**src/rtl/fnet_pcs_pkg.sv**
```systemverilog
// Shared 64b/66b PCS constants, block classification helpers and the RX buffer FSM state type.
package fnet_pcs_pkg;

  localparam logic [1:0] H_DATA  = 2'b01;
  localparam logic [1:0] H_CTRL  = 2'b10;
  localparam logic [7:0] T_IDLE  = 8'h00;
  localparam logic [7:0] T_START = 8'h78;
  localparam logic [7:0] T_ERROR = 8'h1E;
  localparam logic [6:0] E_CODE  = 7'h1E;

  // Control block types that carry a /T/ character (0..7 trailing data bytes).
  localparam logic [7:0] T_TERM_LIST [8] = '{8'h87, 8'h99, 8'hAA, 8'hB4,
                                             8'hCC, 8'hD2, 8'hE1, 8'hFF};

  // Block type lives in the low byte; the remaining 56 bits hold eight 7-bit /E/ codes.
  localparam logic [63:0] ERR_PAYLOAD = {{8{E_CODE}}, T_ERROR};

  typedef enum logic [1:0] {
    ST_IDLE     = 2'd0,
    ST_IN_FRAME = 2'd1,
    ST_DISCARD  = 2'd2,
    ST_ERR_PEND = 2'd3
  } rx_state_t;

  function automatic logic is_start(input logic [1:0] hdr, input logic [7:0] btype);
    return (hdr == H_CTRL) && (btype == T_START);
  endfunction

  function automatic logic is_term(input logic [1:0] hdr, input logic [7:0] btype);
    logic hit;
    hit = 1'b0;
    for (int i = 0; i < 8; i++) begin
      if (btype == T_TERM_LIST[i]) hit = 1'b1;
    end
    return (hdr == H_CTRL) && hit;
  endfunction

endpackage

```
**src/rtl/sync_fifo.sv**
```systemverilog
// Single-clock first-word-fall-through FIFO: head entry is visible on rd_data while not empty.
module sync_fifo #(
  parameter int WIDTH = 66,
  parameter int DEPTH = 32,
  localparam int AW = $clog2(DEPTH)
) (
  input  logic             clk,
  input  logic             rst,
  input  logic             wr_en,
  input  logic [WIDTH-1:0] wr_data,
  input  logic             rd_en,
  output logic [WIDTH-1:0] rd_data,
  output logic             empty,
  output logic             full,
  output logic [AW:0]      count
);

  logic [WIDTH-1:0] mem [DEPTH];
  logic [AW-1:0]    wr_ptr;
  logic [AW-1:0]    rd_ptr;
  logic             do_wr;
  logic             do_rd;

  assign empty = (count == '0);
  assign full  = (count == (AW+1)'(DEPTH));
  assign do_wr = wr_en && !full;
  assign do_rd = rd_en && !empty;

  // Head is forced to zero when empty so stale storage never leaks out.
  assign rd_data = empty ? '0 : mem[rd_ptr];

  always_ff @(posedge clk) begin
    if (do_wr) mem[wr_ptr] <= wr_data;
  end

  // Pointers wrap naturally because DEPTH is a power of two.
  always_ff @(posedge clk) begin
    if (rst) begin
      wr_ptr <= '0;
      rd_ptr <= '0;
      count  <= '0;
    end else begin
      if (do_wr) wr_ptr <= wr_ptr + 1'b1;
      if (do_rd) rd_ptr <= rd_ptr + 1'b1;
      case ({do_wr, do_rd})
        2'b10:   count <= count + 1'b1;
        2'b01:   count <= count - 1'b1;
        default: count <= count;
      endcase
    end
  end

endmodule

```
**src/rtl/rx_block_buffer.sv**
```systemverilog
// Frame-aware RX block buffer: FIFO with overflow discard and synthesized /E/ error block.
// Optional RX_BUF_STATS_EN adds drop_count / err_count saturating statistics outputs.
module rx_block_buffer
  import fnet_pcs_pkg::*;
#(
  parameter int DEPTH = 32,
  localparam int AW = $clog2(DEPTH)
) (
  input  logic        clk,
  input  logic        rst,
  input  logic [63:0] payload_in,
  input  logic [1:0]  header_in,
  input  logic        valid_in,
  output logic [63:0] payload_out,
  output logic [1:0]  header_out,
  output logic        valid_out,
  input  logic        ready_in,
  output logic        overflow,
  output logic [AW:0] fill_level,
`ifdef RX_BUF_STATS_EN
  output logic [31:0] drop_count,
  output logic [15:0] err_count,
`endif
  output rx_state_t   state_dbg
);

  // Output handshake: the head block transfers on any rising edge where valid_out && ready_in;
  // valid_out never depends on ready_in. The input side has no backpressure.

  rx_state_t   state;
  rx_state_t   state_nxt;
  logic        fifo_full;
  logic        fifo_empty;
  logic        wr_en;
  logic [65:0] wr_data;
  logic [65:0] rd_data;
  logic        blk_start;
  logic        blk_term;
  logic        drop;

  assign blk_start = is_start(header_in, payload_in[7:0]);
  assign blk_term  = is_term(header_in, payload_in[7:0]);

  always_ff @(posedge clk) begin
    if (rst) state <= ST_IDLE;
    else     state <= state_nxt;
  end

  always_comb begin
    state_nxt = state;
    wr_en     = 1'b0;
    wr_data   = {header_in, payload_in};
    drop      = 1'b0;
    unique case (state)
      ST_IDLE: begin
        if (valid_in) begin
          if (fifo_full) begin
            drop = 1'b1;
          end else begin
            wr_en = 1'b1;
            if (blk_start) state_nxt = ST_IN_FRAME;
          end
        end
      end
      ST_IN_FRAME: begin
        if (valid_in) begin
          if (fifo_full) begin
            drop      = 1'b1;
            state_nxt = blk_term ? ST_ERR_PEND : ST_DISCARD;
          end else begin
            wr_en = 1'b1;
            if (blk_term) state_nxt = ST_IDLE;
          end
        end
      end
      ST_DISCARD: begin
        // A START here means the damaged frame never got its terminator; close it anyway.
        if (valid_in) begin
          drop = 1'b1;
          if (blk_term || blk_start) state_nxt = ST_ERR_PEND;
        end
      end
      ST_ERR_PEND: begin
        drop = valid_in;
        if (!fifo_full) begin
          wr_en     = 1'b1;
          wr_data   = {H_CTRL, ERR_PAYLOAD};
          state_nxt = ST_IDLE;
        end
      end
      default: state_nxt = ST_IDLE;
    endcase
  end

  sync_fifo #(.WIDTH(66), .DEPTH(DEPTH)) u_fifo (
    .clk     (clk),
    .rst     (rst),
    .wr_en   (wr_en),
    .wr_data (wr_data),
    .rd_en   (ready_in),
    .rd_data (rd_data),
    .empty   (fifo_empty),
    .full    (fifo_full),
    .count   (fill_level)
  );

  assign {header_out, payload_out} = rd_data;
  assign valid_out = !fifo_empty;
  assign overflow  = drop;
  assign state_dbg = state;

`ifdef RX_BUF_STATS_EN
  always_ff @(posedge clk) begin
    if (rst) begin
      drop_count <= '0;
      err_count  <= '0;
    end else begin
      if (drop && (drop_count != 32'hFFFF_FFFF)) drop_count <= drop_count + 1'b1;
      if (wr_en && (state == ST_ERR_PEND) && (err_count != 16'hFFFF)) err_count <= err_count + 1'b1;
    end
  end
`endif

endmodule

```
**config.mk**
```make
export PLATFORM = sky130hd
export DESIGN_NAME = rx_block_buffer
export DESIGN_NICKNAME = d
export VERILOG_FILES = /design/src/rtl/fnet_pcs_pkg.sv /design/src/rtl/sync_fifo.sv /design/src/rtl/rx_block_buffer.sv
export SDC_FILE = /design/constraint.sdc
export NUM_CORES = 2
export LEC_CHECK = 0
export CORE_UTILIZATION = 55
export DETAILED_ROUTE_END_ITERATION = 16
export PLACE_DENSITY_LB_ADDON = 0.05
export RECOVER_POWER = 25
export SLEW_MARGIN = 5
export SYNTH_ARGS = -nofsm -noshare
export SYNTH_HDL_FRONTEND = slang
export SYNTH_HIERARCHICAL = 1
export SYNTH_SLANG_ARGS = --single-unit
```
**constraint.sdc**
```tcl
create_clock -name clk -period 7.9 [get_ports clk]
set_clock_uncertainty 0.2 [all_clocks]
set_input_delay 1.185 -clock clk [delete_from_list [all_inputs] [get_ports clk]]
set_output_delay 1.185 -clock clk [all_outputs]
set_load 0.05 [all_outputs]
```
==> metrics.log <==
[metrics] post-CTS setup buffers: 0
[metrics] category of the critical setup timing path: flip-flop to output port
[metrics] clock transition at the registers of the reported paths: 0.06 ns
[metrics] first-iteration detailed-routing DRC count: 4594
[metrics] library cell used as clock root buffer: sky130_fd_sc_hd__clkbuf_16
[metrics] Max-slew headroom: -36.3%
[metrics] Avg WL per Cell: 35.6 um
[metrics] final critical-path share of the clock period: 84.6%
[metrics] capturing element of the worst setup path: payload_out[43]
[metrics] beginning of the worst register-to-register path: u_fifo/count[2]$_SDFFE_PP0P_
[metrics] GPL Wtd Cong: 0.745
[metrics] floorplan die width: 387 um
[metrics] total power: 28900 uW
[metrics] number of nets in the layout: 3882
[metrics] endpoint kind of the worst setup timing path: output port
[metrics] leading register cell type out of synthesis: sky130_fd_sc_hd__edfxtp_1
[metrics] # port buffers: 145
[metrics] Final ANT Viol Nets: 0
[metrics] failing checks: max-capacitance violations, max-slew violations
[metrics] largest fanout on the critical path: 56
[metrics] count of flip-flops with a built-in enable after synthesis: 2112
[metrics] combined flip-flop and latch cell area: 63900 sq um
[metrics] share of layout cells above drive strength 1: 24.5%
[metrics] max cap viols: 14
[metrics] shortest clock period the worst path allows after layout: 6.68 ns
[metrics] data arrival time of the critical path: 5.30 ns
[metrics] count of pins over their slew limit: 424
[metrics] critical path data required time: 6.51 ns
[metrics] clk sinks: 2135
[metrics] Post-Synthesis Mean Instance Area: 22.9 sq um
[metrics] transition time of the tightest slew-check pin: 2.05 ns
[metrics] Yosys warning total: 6
[metrics] starting density of the core: 55.3%
[metrics] areal power density over the cells: 313 nW/um^2
[metrics] net count of the mapped netlist: 3653
[metrics] CTS H-tree lvls: 4
[metrics] startpoint types: flip-flop
[metrics] synthesis-to-layout area growth: 13.0%
[metrics] RSZ-0062 raised after global routing: no
[metrics] Worst R2R Path Depth: 6
[metrics] post-DR vias/cell: 6.65
[metrics] Hold/Removal Path Class: flip-flop to flip-flop
[metrics] total area of multi-input combinational cells: 16900 sq um
[metrics] total length of routed wires: 210000 um
[metrics] # IOs: 146
[metrics] worst setup slack for register-to-register paths: 2.68 ns
[metrics] Total GRT Usage: 28.2%
[metrics] placement row count: 141
[metrics] async set-or-reset flop fraction in the synthesized netlist: 0%
[metrics] number of gates given a new drive strength after cts: 0
[metrics] clock latency on the worst-skew pair: 0.81 ns
[metrics] fill cell total of the finished layout: 9913
[metrics] total overflow reported by the global router: 0
[metrics] Final Util: 62.5%
[metrics] count of unique library cells instantiated by Yosys: 55
[metrics] count of hold buffers inserted by post-cts repair: 0
[metrics] detailed-route DRC error count: 0
[metrics] chip height: 387 um
[metrics] largest net degree at the start of global routing: 142
[metrics] static leakage power: 0.0280 uW
[metrics] worst flop-to-flop path endpoint: u_fifo/mem[15][13]$_DFFE_PP_
[metrics] via count of the first global-routing pass: 40200
[metrics] Post-Syn Instances: 3575
[metrics] status: finished, violations left
[metrics] cell area after technology mapping: 81700 sq um
[metrics] maximum resistive drop on vdd: 0.417 mV
[metrics] share of synthesized area occupied by flip-flops and latches: 78.2%
[metrics] HPWL Detailed: 103000 um
[metrics] core region area: 148000 sq um
[metrics] number of failing hold endpoints at the final stage: 0
[metrics] Max Root-Sink Buffers: 3
[metrics] endpoints failing setup: 0
[metrics] global-route wire length before repair: 295000 um
[metrics] total number of vias: 39200
[metrics] highest achievable clock rate: 150 MHz
[metrics] antenna violations before repair: 3
[metrics] number of buffers created by CTS: 207
[metrics] Die Outline Area: 150000 sq um
[metrics] TritonCTS clock tree: yes
[metrics] Pre-Repair DR Iteration Count: 5
[metrics] #FFs+latches synth: 2135
[metrics] accumulated negative setup slack: 0 ns
-- kinds of logic after synthesis --
logic type      after synthesis  synth area share [%]
flops                      2135                  78.2
mux                         542                  14.7
compound gates              384                  3.63
simple gates                272                  1.78
buf+inv                     220                  1.42
xor+xnor                     14                 0.150
fa+ha+maj                     8                 0.122
-- worst max-delay path, cell delays in order (launching register included) --
cell and delay, ns:
sky130_fd_sc_hd__dfxtp_4 1.07, sky130_fd_sc_hd__and2_4 1.02, sky130_fd_sc_hd__nand2_1 0.15, sky130_fd_sc_hd__o2111a_1 0.21, sky130_fd_sc_hd__a2111oi_1 1.03, sky130_fd_sc_hd__clkdlybuf4s50_1 0.99
-- synth_stat cells (all sizes together), types with 13 or more instances --
cell type,count,area (sq um)
nor2b,13,81.3
o22ai,64,400
clkbuf,83,324
dfxtp,23,460
or2,34,213
and2,32,200
mux4,528,11900
a22o,60,526
nand2b,45,282
mux2i,13,130
a22oi,129,968
a21oi,75,379
nor2,89,334
buf,127,797
nand2,22,82.6
edfxtp,2112,63400
o32ai,30,488
-- worst min path at each step --
stage / start / endpoint / cells after the start
detailed placement: u_fifo/rd_ptr[4]$_SDFFE_PP0N_ / u_fifo/rd_ptr[4]$_SDFFE_PP0N_ / 2
global placement: u_fifo/rd_ptr[1]$_SDFFE_PP0N_ / flip-flop / 2
CTS: u_fifo/rd_ptr[4]$_SDFFE_PP0N_ / flip-flop / 2
floorplan: u_fifo/rd_ptr[4]$_SDFFE_PP0N_ / flip-flop / 2
finish: u_fifo/rd_ptr[4]$_SDFFE_PP0N_ / u_fifo/rd_ptr[4]$_SDFFE_PP0N_ / 2
global route: u_fifo/rd_ptr[4]$_SDFFE_PP0N_ / flip-flop / 2
-- cells in the final DEF (no fill, tap or decap), types with 7 or more instances in the layout --
master / instances
sky130_fd_sc_hd__nand2_1: 21
sky130_fd_sc_hd__a22oi_1: 129
sky130_fd_sc_hd__mux2i_1: 13
sky130_fd_sc_hd__clkinv_2: 33
sky130_fd_sc_hd__bufinv_16: 19
sky130_fd_sc_hd__clkinv_1: 51
sky130_fd_sc_hd__edfxtp_1: 2112
sky130_fd_sc_hd__and2_1: 15
sky130_fd_sc_hd__clkdlybuf4s50_1: 138
sky130_fd_sc_hd__nor2_1: 58
sky130_fd_sc_hd__mux4_2: 528
sky130_fd_sc_hd__inv_1: 10
sky130_fd_sc_hd__dlygate4sd3_1: 7
sky130_fd_sc_hd__ha_1: 8
sky130_fd_sc_hd__nor2b_1: 11
sky130_fd_sc_hd__o32ai_2: 30
sky130_fd_sc_hd__xor2_1: 10
sky130_fd_sc_hd__a22o_1: 60
sky130_fd_sc_hd__or2_1: 32
sky130_fd_sc_hd__clkbuf_16: 213
sky130_fd_sc_hd__o22ai_1: 64
sky130_fd_sc_hd__nand4_1: 7
sky130_fd_sc_hd__dfxtp_1: 20
sky130_fd_sc_hd__buf_12: 29
sky130_fd_sc_hd__a21oi_1: 74
sky130_fd_sc_hd__and2_0: 16
sky130_fd_sc_hd__buf_4: 54
sky130_fd_sc_hd__nor2_4: 31
sky130_fd_sc_hd__clkbuf_1: 45
sky130_fd_sc_hd__nand2b_1: 41
-- per-layer routing --
layer  global-route usage [%]  up-vias  part of all wire (%)
met3                     5.01      358                   7.9
met5                        0        -                0.0048
met4                     9.72        2                   3.3
li1                         -    15800                     -
met1                     39.2    21300                    40
met2                     45.7     1796                    49
-- registers in the layout, summed over array words and instances, names as in the netlist, named ones only --
name / flops
u_fifo/mem: 2112
u_fifo/count: 6
u_fifo/rd_ptr: 5
u_fifo/wr_ptr: 5
state_dbg: 1
-- stage by stage --
step | hold WS, ns | area (sq um) | setup slack (ns) | std cells
6_report | 0.369 | 92300 | 1.22 | 5902
5_1_grt | 0.415 | 92300 | 1.16 | 5901
4_1_cts | 0.370 | 92400 | 1.30 | 5900
3_5_place_dp | 0.353 | 85800 | 2.18 | 5524
3_3_place_gp | 0.333 | 85800 | 2.18 | 5524
2_1_floorplan | 0.285 | 81700 | 2.41 | 3575
-- final cells by class --
cell class | count | share of cell area, %
inverters | 10 | 0.0407
clock buffers | 262 | 6.03
well taps | 1930 | 2.62
clock inverters | 114 | 1.12
diodes | 1 | 0.00271
multi-input cells | 1220 | 18.3
repair buffers | 230 | 2.66
flip-flops and latches | 2135 | 69.2
-- power breakdown --
group          switching [uW]  internal (uW)  leakage [uW]
Sequential                147          12700        0.0192
Combinational            3780           2620       0.00552
Clock                    4100           5560       0.00322
Power figures use the tool's default switching activity.
